--- config.mk ---
export PLATFORM = sky130hd
export DESIGN_NAME = video_scanlines_flat
export DESIGN_NICKNAME = d
export VERILOG_FILES = /design/src/rtl/video_scanlines_if.sv /design/src/rtl/video_scanlines.sv /design/src/flat_wrapper.sv
export SDC_FILE = /design/constraint.sdc
export NUM_CORES = 1
export LEC_CHECK = 0
export ABC_AREA = 1
export ABC_CLOCK_PERIOD_IN_PS = 5300
export BUFFER_PORTS_ARGS = -buffer_cell sky130_fd_sc_hd__buf_2
export CAP_MARGIN = 25
export CORE_MARGIN = 4
export CORE_UTILIZATION = 55
export CTS_CLUSTER_DIAMETER = 50
export CTS_CLUSTER_SIZE = 20
export DETAILED_ROUTE_END_ITERATION = 8
export GPL_ROUTABILITY_DRIVEN = 0
export HOLD_SLACK_MARGIN = 0.08
export PLACE_DENSITY = 0.88
export SYNTH_ARGS = -nofsm -noshare
export SYNTH_HDL_FRONTEND = slang
export SYNTH_SLANG_ARGS = --single-unit
--- constraint.sdc ---
create_clock -name clk_sys -period 5.3 [get_ports clk_sys]
set_clock_uncertainty 0.15 [all_clocks]
set_input_delay 0.265 -clock clk_sys [delete_from_list [all_inputs] [get_ports clk_sys]]
set_output_delay 0.265 -clock clk_sys [all_outputs]
set_load 0.02 [all_outputs]
--- src/rtl/video_scanlines_if.sv ---
// Video stream bundle (pixel enable, syncs, blanks and RGB) shared by the input
// and output sides of the scanline stage.
interface video_scanlines_if #(
  parameter int DW = 8
);
  logic          ce_pix;
  logic          hs;
  logic          vs;
  logic          hb;
  logic          vb;
  logic [DW-1:0] r;
  logic [DW-1:0] g;
  logic [DW-1:0] b;

  modport master (output ce_pix, hs, vs, hb, vb, r, g, b);
  modport slave  (input  ce_pix, hs, vs, hb, vb, r, g, b);
endinterface

--- src/rtl/video_scanlines.sv ---
// CRT scanline emulation after the scandoubler: darkens odd output lines and
// keeps syncs/blanks aligned with the two-stage colour pipeline.
module video_scanlines #(
  parameter  int HALF_DEPTH = 0,
  localparam int DWIDTH     = (HALF_DEPTH != 0) ? 3 : 7
) (
  input  logic               clk_sys,
  input  logic               reset_n,
  input  logic [1:0]         scanlines,
  video_scanlines_if.slave   vin,
  video_scanlines_if.master  vout
);

  logic              hs_prev_q, hs_prev_d;
  logic              vs_prev_q, vs_prev_d;
  logic              parity_q,  parity_d;
  logic [1:0]        mode_q,    mode_d;
  logic              hs1_q, hs1_d, vs1_q, vs1_d, hb1_q, hb1_d, vb1_q, vb1_d;
  logic [DWIDTH:0]   r1_q, r1_d, g1_q, g1_d, b1_q, b1_d;
  logic              hs2_q, hs2_d, vs2_q, vs2_d, hb2_q, hb2_d, vb2_q, vb2_d;
  logic [DWIDTH:0]   r2_q, r2_d, g2_q, g2_d, b2_q, b2_d;
  logic              hs_rise_s, vs_rise_s, blank_s;

  // Truncating darkening; the result never exceeds c, so no overflow handling.
  function automatic logic [DWIDTH:0] dim_chan(input logic [DWIDTH:0] c,
                                               input logic [1:0]      mode,
                                               input logic            odd);
    logic [DWIDTH:0] res;
    if (odd) begin
      case (mode)
        2'd1:    res = c - (c >> 2'd2);
        2'd2:    res = c >> 2'd1;
        2'd3:    res = c >> 2'd2;
        default: res = c;
      endcase
    end else begin
      res = c;
    end
    return res;
  endfunction

  // Next-state for both pipeline stages; registers only load on a ce pulse.
  always_comb begin
    hs_rise_s = vin.hs & ~hs_prev_q;
    vs_rise_s = vin.vs & ~vs_prev_q;
    blank_s   = vin.hb | vin.vb;
    hs_prev_d = vin.hs;
    vs_prev_d = vin.vs;

    // vs wins over a simultaneous hs rise, so a new frame always starts on parity 0.
    if (vs_rise_s) begin
      parity_d = 1'b0;
      mode_d   = scanlines;
    end else if (hs_rise_s) begin
      parity_d = ~parity_q;
      mode_d   = mode_q;
    end else begin
      parity_d = parity_q;
      mode_d   = mode_q;
    end

    hs1_d = vin.hs;
    vs1_d = vin.vs;
    hb1_d = vin.hb;
    vb1_d = vin.vb;
    if (blank_s) begin
      r1_d = {(DWIDTH+1){1'b0}};
      g1_d = {(DWIDTH+1){1'b0}};
      b1_d = {(DWIDTH+1){1'b0}};
    end else begin
      r1_d = vin.r;
      g1_d = vin.g;
      b1_d = vin.b;
    end

    // parity_q/mode_q were loaded together with the stage-1 pixel they belong to.
    hs2_d = hs1_q;
    vs2_d = vs1_q;
    hb2_d = hb1_q;
    vb2_d = vb1_q;
    r2_d  = dim_chan(r1_q, mode_q, parity_q);
    g2_d  = dim_chan(g1_q, mode_q, parity_q);
    b2_d  = dim_chan(b1_q, mode_q, parity_q);
  end

  // Pipeline and line/frame state registers, advancing on ce_pix only.
  always_ff @(posedge clk_sys or negedge reset_n) begin
    if (!reset_n) begin
      hs_prev_q <= 1'b1;
      vs_prev_q <= 1'b1;
      parity_q  <= 1'b0;
      mode_q    <= 2'd0;
      hs1_q     <= 1'b0;
      vs1_q     <= 1'b0;
      hb1_q     <= 1'b1;
      vb1_q     <= 1'b1;
      r1_q      <= {(DWIDTH+1){1'b0}};
      g1_q      <= {(DWIDTH+1){1'b0}};
      b1_q      <= {(DWIDTH+1){1'b0}};
      hs2_q     <= 1'b0;
      vs2_q     <= 1'b0;
      hb2_q     <= 1'b1;
      vb2_q     <= 1'b1;
      r2_q      <= {(DWIDTH+1){1'b0}};
      g2_q      <= {(DWIDTH+1){1'b0}};
      b2_q      <= {(DWIDTH+1){1'b0}};
    end else if (vin.ce_pix) begin
      hs_prev_q <= hs_prev_d;
      vs_prev_q <= vs_prev_d;
      parity_q  <= parity_d;
      mode_q    <= mode_d;
      hs1_q     <= hs1_d;
      vs1_q     <= vs1_d;
      hb1_q     <= hb1_d;
      vb1_q     <= vb1_d;
      r1_q      <= r1_d;
      g1_q      <= g1_d;
      b1_q      <= b1_d;
      hs2_q     <= hs2_d;
      vs2_q     <= vs2_d;
      hb2_q     <= hb2_d;
      vb2_q     <= vb2_d;
      r2_q      <= r2_d;
      g2_q      <= g2_d;
      b2_q      <= b2_d;
    end
  end

  assign vout.ce_pix = vin.ce_pix;
  assign vout.hs     = hs2_q;
  assign vout.vs     = vs2_q;
  assign vout.hb     = hb2_q;
  assign vout.vb     = vb2_q;
  assign vout.r      = r2_q;
  assign vout.g      = g2_q;
  assign vout.b      = b2_q;

endmodule

--- src/flat_wrapper.sv ---
// flat-port wrapper written by rule: the top's interface ports become plain ports
module video_scanlines_flat 
#(
  parameter  int HALF_DEPTH = 0,
  localparam int DWIDTH     = (HALF_DEPTH != 0) ? 3 : 7
)
  (clk_sys, reset_n, scanlines, vin_ce_pix, vin_hs, vin_vs, vin_hb, vin_vb, vin_r, vin_g, vin_b, vout_ce_pix, vout_hs, vout_vs, vout_hb, vout_vb, vout_r, vout_g, vout_b);
  video_scanlines_if #(.DW(8)) vin_i ();
  video_scanlines_if #(.DW(8)) vout_i ();
  input  logic clk_sys;
  input  logic reset_n;
  input  logic [1:0] scanlines;
  input wire logic [$bits(vin_i.ce_pix)-1:0] vin_ce_pix;
  input wire logic [$bits(vin_i.hs)-1:0] vin_hs;
  input wire logic [$bits(vin_i.vs)-1:0] vin_vs;
  input wire logic [$bits(vin_i.hb)-1:0] vin_hb;
  input wire logic [$bits(vin_i.vb)-1:0] vin_vb;
  input wire logic [$bits(vin_i.r)-1:0] vin_r;
  input wire logic [$bits(vin_i.g)-1:0] vin_g;
  input wire logic [$bits(vin_i.b)-1:0] vin_b;
  output wire logic [$bits(vout_i.ce_pix)-1:0] vout_ce_pix;
  output wire logic [$bits(vout_i.hs)-1:0] vout_hs;
  output wire logic [$bits(vout_i.vs)-1:0] vout_vs;
  output wire logic [$bits(vout_i.hb)-1:0] vout_hb;
  output wire logic [$bits(vout_i.vb)-1:0] vout_vb;
  output wire logic [$bits(vout_i.r)-1:0] vout_r;
  output wire logic [$bits(vout_i.g)-1:0] vout_g;
  output wire logic [$bits(vout_i.b)-1:0] vout_b;
  assign vin_i.ce_pix = vin_ce_pix;
  assign vin_i.hs = vin_hs;
  assign vin_i.vs = vin_vs;
  assign vin_i.hb = vin_hb;
  assign vin_i.vb = vin_vb;
  assign vin_i.r = vin_r;
  assign vin_i.g = vin_g;
  assign vin_i.b = vin_b;
  assign vout_ce_pix = vout_i.ce_pix;
  assign vout_hs = vout_i.hs;
  assign vout_vs = vout_i.vs;
  assign vout_hb = vout_i.hb;
  assign vout_vb = vout_i.vb;
  assign vout_r = vout_i.r;
  assign vout_g = vout_i.g;
  assign vout_b = vout_i.b;
  video_scanlines #(.HALF_DEPTH(HALF_DEPTH)) u_core (.clk_sys(clk_sys), .reset_n(reset_n), .scanlines(scanlines), .vin(vin_i), .vout(vout_i));
endmodule
==> results.md, run 1 <==
* Flop2flop setup slack at 3200 ps
* Number of setup violations in the final report at 0
* TritonCTS clock tree: yes
* Mapped Nets at 537
* Placed Cells at approximately 600
* DRC violation count after routing at 0
* Worst flop-to-flop path startpoint: u_core.parity_q
* Number of antenna violations at the first check in global routing at 0
* CP max FO at 27
* Post-layout instance count excluding filler cells at 649
* Total Routing Usage GR at 0.249
* Area of the multi-input gates at 1890 um2
* Most common cell after layout, fill and taps aside: nand2_1
* Main area contributors after synthesis: dfrtp_1, nand2_1, o21ai_0
* Pin count of the biggest net entering global routing at 62
* Cell taking the most area after synthesis: dfrtp_1
* Total wire length at 9.44 mm
* Initial standard-cell utilization of the core at 0.580
* Data arrival time of the critical path at around 2200 ps
* Die area at 8240 um2
* Critical setup path kind: reg2reg
* TritonCTS Buffers at 9
* Number of nets in the layout at slightly above 600
* Depth of the worst hold-timing path at 3
* Share of the cycle needed by the critical path after routing at 0.396
* Result of the run: finished clean
* Worst-skew pair later-pin latency at 360 ps
* Final number of max-transition violations at 0
* Drt initial violations at 268
* Placeable core region at 6490 um2
* Gate count of the mapped netlist at 483
* Routed wire per std cell at 14.5 um
* Yosys Warn Count at 0
* Capturing element type of the critical path: flop
* Worst reg2reg endpoint: u_core.vout.g[5]
* Vias in the first global route at between 3000 and 4000
* Total global routing overflow at 0
* Total Negative Setup Slacks at 0 ps
* Total count of hold-check failures in the final report at 0
* Count of buffers inserted at the top-level ports at a little over 60
* Synthesis-to-layout area growth at 21.0%
* CTS sink cnt at between 60 and 70
* Path type of the worst min-delay path: in2reg
* Endpoint of the worst hold path: u_core.hb1_q
* Transition time at the pin with the least slew margin at 779 ps
* Worst VDD drop at 0.000234 V
* Overall via count from detail_route at around 3600
* First-pass GRT wire length at 16.8 mm
* Cell Rows at 29
* Static Leak at 2.29 nW
* Count of unique library cells instantiated by Yosys at 33
* Number of detailed-route iterations in the first pass at 5
* Layout cell share with drive strength beyond 1 at 0.198
* Final critical-path setup slack at 3200 ps
* Reg area at 1530 um2
* Die width at 90.8 um
* Share of the synthesized area in the top cell type at 0.365
* Clock tree buffer depth at 2
* Relative slew margins at 0.481
* Number of antenna cells inserted at 0
* Average cell area after synthesis at 7.80 um2
* Total power density per cell area at 375 nW/um2
* Clock H-tree levels at 3
* Cell area after placement at 4060 um2
* Clock transition at path regs at 60 ps
* Final critical path time including I/O delays and setup at 2100 ps
* Synthesized area at about 3800 um2
* Post-DP HPWL at roughly 6.2 mm
* Required time at the worst-slack endpoint at about 5400 ps
* Most frequent cells in the layout: nand2_1, buf_2, dfrtp_1
* Cell at the root of the clock tree: clkbuf_8
* Post-placement worst setup slack at 2960 ps
* RSZ-0062 raised after global routing: false
* Critical path launch point type: flop
* Number of flip-flops and latches in the synthesized netlist at ~60
* Routed via count divided by cell count at 5.54
* Die Y at 90.8 um
* Filler Cells Inserted at 492
* Final cell area excluding filler cells at 4560 um2
* Number of ports placed on the die boundary at 62
* Antenna-violating nets left at 0
* Sequential fraction of the synthesis area at 0.407
* Max-capacitance violation count at 0
* Worst hold slack across all endpoints at 285 ps
* Worst hold start: vin_ce_pix
* Maximum frequency from static timing analysis at 476 MHz
* Number of cell instances on the worst register-to-register path at 8
## kinds of logic after synthesis
family | synth area share
buf+inv | 0.0907
flops | 0.407
simple gates | 0.250
compound gates | 0.170
mux | 0.00598
fa+ha+maj | 0.0757
## layer usage
| layer | GRT usage | up-vias | wire length [um] |
|---|---|---|---|
| met3 | 0.0608 | 20 | 661 |
| li1 | - | 1790 | - |
| met1 | 0.323 | 1634 | 4240 |
| met5 | 0 | - | 0 |
| met2 | 0.392 | 154 | 4340 |
| met4 | 0.117 | 0 | 193 |
## cells in the mapped netlist
master and instances:
clkbuf_1 6, inv_4 2, nor3_2 1, a221oi_2 4, fa_1 3, o221ai_1 6
a21oi_1 19, buf_4 4, buf_2 5, nand3b_1 3, a31oi_1 3, dfrtp_1 55
nor2_4 2, o21ai_2 7, o21ai_0 52, mux2_2 2, o22ai_1 8, nand2_2 1
a21o_1 1, dfstp_2 6, nand3_1 44, nor2_1 32, inv_2 2, o211ai_1 2
nor3_1 8, o21ai_1 4, buf_1 3, nand2_1 115, nand4_1 4, inv_1 50
nor2_2 7, ha_1 18, buf_6 4
## state kept, by name, summed over array words and instances (netlist names)
| register | cells |
|---|---|
| u_core.b1_q | 8 |
| u_core.g1_q | 8 |
| u_core.hb1_q | 1 |
| u_core.hs1_q | 1 |
| u_core.hs_prev_q | 1 |
| u_core.mode_q | 2 |
| u_core.parity_q | 1 |
| u_core.r1_q | 8 |
| u_core.vb1_q | 1 |
| u_core.vout.b | 8 |
| u_core.vout.g | 8 |
| u_core.vout.hb | 1 |
| u_core.vout.hs | 1 |
| u_core.vout.r | 8 |
| u_core.vout.vb | 1 |
| u_core.vout.vs | 1 |
| u_core.vs1_q | 1 |
| u_core.vs_prev_q | 1 |
## layout make-up
type,count,share of cell area
Clock inverter,5,0.0110
Multi-Input combinational cell,346,0.415
Timing Repair Buffer,95,0.140
Tap cell,77,0.0211
Clock buffer,11,0.0310
Inverter,54,0.0456
Sequential cell,61,0.337
## timing repair
action,4_1_cts,5_1_grt
gates resized for setup,0,0
endpoints found under the hold margin,87,0
hold buffers,31,0
setup buffers,0,0
setup endpoints to repair,0,0
## critical path: stages, from the launching register on
cell	delay (ps)
dfrtp_1	430
nand2_2	300
inv_4	100
nor2_4	400
inv_4	230
o21ai_0	210
inv_1	60
nand2_1	60
nand2_1	50
## power breakdown
group | switching [W] | internal [W] | total, W
clock network | 0.000184 | 0.000227 | 0.000410
registers | 0.0000610 | 0.000557 | 0.000618
logic | 0.000453 | 0.000230 | 0.000683
total | 0.000698 | 0.00101 | 0.00171
## per-stage QoR
stage / util / power, W
final: 0.702 / 0.00171
after global routing: 0.702 / 0.00183
after CTS: 0.702 / 0.00171
after detailed placement: 0.625 / 0.00128
after global placement: 0.625 / 0.00126
after floorplan: - / 0.00113
## worst max path at each step
stage | startpoint | endpoint
global placement | vin_ce_pix | u_core.parity_q
finish | u_core.parity_q | u_core.vout.g[5]
floorplan | u_core.b1_q[0] | u_core.vout.b[4]
CTS | u_core.parity_q | u_core.vout.g[5]
global route | u_core.parity_q | u_core.vout.g[6]
detailed placement | vin_ce_pix | u_core.parity_q
(Power assumes the default switching activity.)
==> inputs of run 2 (changes only) <==
Settings changed: ABC_CLOCK_PERIOD_IN_PS 5300 to 2100.
Clock period 5.3 ns to 2.1 ns, I/O delays scaled along.
==> run 2 against run 1 <==
  * Sequential share of layout area shrank 0.81 points
  * Cell area grew 2.5%
  * Die area did not move
  * Count of clock-buffer cells in the layout up 4
  * Clock power rose by 140%
  * Register-to-register slack worse by 3000 ps
  * Total power rose to 2.5 times the previous value
  * Critical path type unchanged
==> results.md, run 2 (synthesis results as in run 1) <==
* Transition time at the pin with the least slew margin at 436 ps (was 779 ps)
* Die area at 8240 um2 (unchanged)
* Placeable core region at 6490 um2 (unchanged)
* Global routing met3 resource utilization at 0.0567 (was 0.0608)
* Die Y at 90.8 um (unchanged)
* Met2 Track Usage GR at 0.406 (was 0.392)
* Required time at the worst-slack endpoint at 2240 ps (was 5390 ps)
* First-pass GRT wire length at 17.4 mm (was 16.8 mm)
* Vias in the first global route at 3747 (was 3712)
* Number of ports placed on the die boundary at 62 (unchanged)
* Cell at the root of the clock tree: clkbuf_8 (unchanged)
* Number of antenna cells inserted at 0 (unchanged)
* Filler Cells Inserted at 513 (was 492)
* Routing usage on met1 at 0.337 (was 0.323)
* Critical Path, Cell by Cell: inv_1, ha_1, inv_1, fa_2, inv_1, nor2_1, o21ai_0, nand2_1, o21ai_1, o211ai_1, nand2_1 (was nand2_2, inv_4, nor2_4, inv_4, o21ai_0, inv_1, nand2_1, nand2_1)
* Critical path launch point type: flop (unchanged)
* Buf+Inv Stages, Crit Path at 3 (unchanged)
* Clock tree buffer depth at 2 (unchanged)
* Initial standard-cell utilization of the core at 0.580 (unchanged)
* Worst-skew pair later-pin latency at 350 ps (was 360 ps)
* Data arrival time of the critical path at 2070 ps (was 2190 ps)
* Total wire length at 10.1 mm (was 9.44 mm)
* CTS sink cnt at 61 (unchanged)
* Placed Cells at 609 (was 602)
* Count of buffers inserted at the top-level ports at 61 (unchanged)
* Path type of the worst min-delay path: in2async (was in2reg)
* Post-CTS setup buffers at 0 (unchanged)
* Most common cell after layout, fill and taps aside: nand2_1 (unchanged)
* Result of the run: finished clean (unchanged)
* Clock transition at path regs at 70 ps (was 60 ps)
* Max-capacitance violation count at 0 (unchanged)
* Gr busiest metal: met2 (unchanged)
* Relative slew margins at 0.709 (was 0.481)
* RSZ-0062 raised after global routing: false (unchanged)
* Routed wire per std cell at 15.3 um (was 14.5 um)
* Post-DP HPWL at 6.66 mm (was 6.23 mm)
* Share of the cycle needed by the critical path after routing at 0.920 (was 0.396)
* Synthesis-to-layout area growth at 24.0% (was 21.0%)
* Total global routing overflow at 0 (unchanged)
* Most frequent cells in the layout: nand2_1, buf_2, dfrtp_1 (unchanged)
* Routed via count divided by cell count at 5.70 (was 5.54)
* Antenna-violating nets left at 0 (unchanged)
* TritonCTS Buffers at 9 (unchanged)
* Pin count of the biggest net entering global routing at 62 (unchanged)
* Clock H-tree levels at 3 (unchanged)
* Number of detailed-route iterations in the first pass at 5 (unchanged)
* Final critical path time including I/O delays and setup at 1930 ps (was 2100 ps)
* Number of nets in the layout at 633 (was 621)
* Total power density per cell area at 931 nW/um2 (was 375 nW/um2)
* DRC violation count after routing at 0 (unchanged)
* Top cell family by delay on the critical path: adder cells (was simple AND/OR/NAND/NOR gates)
* CP max FO at 4 (was 27)
* Capturing element type of the critical path: flop (unchanged)
* Maximum frequency from static timing analysis at 518 MHz (was 476 MHz)
* Static Leak at 2.34 nW (was 2.29 nW)
* Worst VDD drop at 0.000560 V (was 0.000234 V)
* TritonCTS clock tree: yes (unchanged)
* Critical setup path kind: reg2reg (unchanged)
* Drt initial violations at 378 (was 268)
* Dominant cell type by count on the critical path: inv_1
* Layout cell share with drive strength beyond 1 at 0.207 (was 0.198)
* CP peak stage delay at 390 ps (was 430 ps)
* Cell Rows at 29 (unchanged)
* Total count of hold-check failures in the final report at 0 (unchanged)
* Total Negative Setup Slacks at 0 ps (unchanged)
* Final number of max-transition violations at 0 (unchanged)
* Post-layout instance count excluding filler cells at 661 (was 649)
* Overall via count from detail_route at 3765 (was 3598)
* Number of antenna violations at the first check in global routing at 0 (unchanged)
* Total Routing Usage GR at 0.259 (was 0.249)
* Final total power at 0.00435 W (was 0.00171 W)
* Slowest-stage cell, CP: dfrtp_1 (unchanged)
* Die width at 90.8 um (unchanged)
* Number of setup violations in the final report at 0 (unchanged)
## run 2: changes by cell type in the layout (fill, tap and decap cells not counted), moves of 3 or more
cell	delta
buf_4	+6
clkinv_2	-3
dlygate4sd3_1	+5
fa_1	-3
fa_2	+3
## run 2: worst register-to-register path, cell delays in order (launching register included)
cell      delay [ps]
dfrtp_1          390
inv_1             90
ha_1             160
inv_1             70
fa_2             370
inv_1             80
nor2_1            50
o21ai_0          140
nand2_1           70
o21ai_1          130
o211ai_1         100
nand2_1           70
## run 2: cell type report
type | count | area, um2 | area share
tap | 77 | 96.3 | 0.0206
sequential | 61 | 1530 | 0.328
multi-input combinational | 346 | 1900 | 0.406
inverter | 54 | 208 | 0.0445
timing repair buffer | 107 | 753 | 0.161
clock inverter | 1 | 5.00 | 0.00107
clock buffer | 15 | 176 | 0.0378
## run 2: per-stage QoR
step	hold slack [ps]	util	worst slack [ps]	instance area, um2
4_1_cts	159	0.718	52.0	4660
6_report	159	0.719	168	4670
3_5_place_dp	-9.71	0.635	76.9	4120
3_3_place_gp	-10.7	0.635	204	4120
5_1_grt	185	0.719	10.8	4670
2_1_floorplan	-341	-	286	3770
## run 2: what timing repair did
action / CTS / global route
hold buffers: 36 / 0
endpoints found under the hold margin: 94 / 0
gates resized for setup: 0 / 3
setup endpoints to repair: 0 / 4
## run 2: final timing paths
check / start / end / slack (ps) / cells after the start
max in group asynchronous: reset_n / u_core.vout.vb / 1340 / 3
min reg2reg: u_core.hs_prev_q / u_core.hs_prev_q / 320 / 2
min: reset_n / u_core.vout.r[5] / 160 / 3
max: u_core.b1_q[0] / u_core.vout.b[4] / 170 / 11
max reg2reg: u_core.b1_q[0] / u_core.vout.b[4] / 170 / 11
min in group clk_sys: u_core.hs_prev_q / u_core.hs_prev_q / 320 / 2
## run 2: routing by layer
metal | wire (um) | part of all wire | up-vias
met4 | 336 | 0.033 | 0
met5 | 0 | 0 | -
met2 | 4640 | 0.46 | 171
met3 | 647 | 0.064 | 33
li1 | - | - | 1809
met1 | 4500 | 0.44 | 1752
## run 2: where the power goes
| part | internal, W | switching [W] | total, W | leakage, nW |
|---|---|---|---|---|
| Combinational | 0.000631 | 0.00118 | 0.00181 | 1.48 |
| Clock | 0.000525 | 0.000445 | 0.000970 | 0.0937 |
| Sequential | 0.00140 | 0.000166 | 0.00157 | 0.771 |
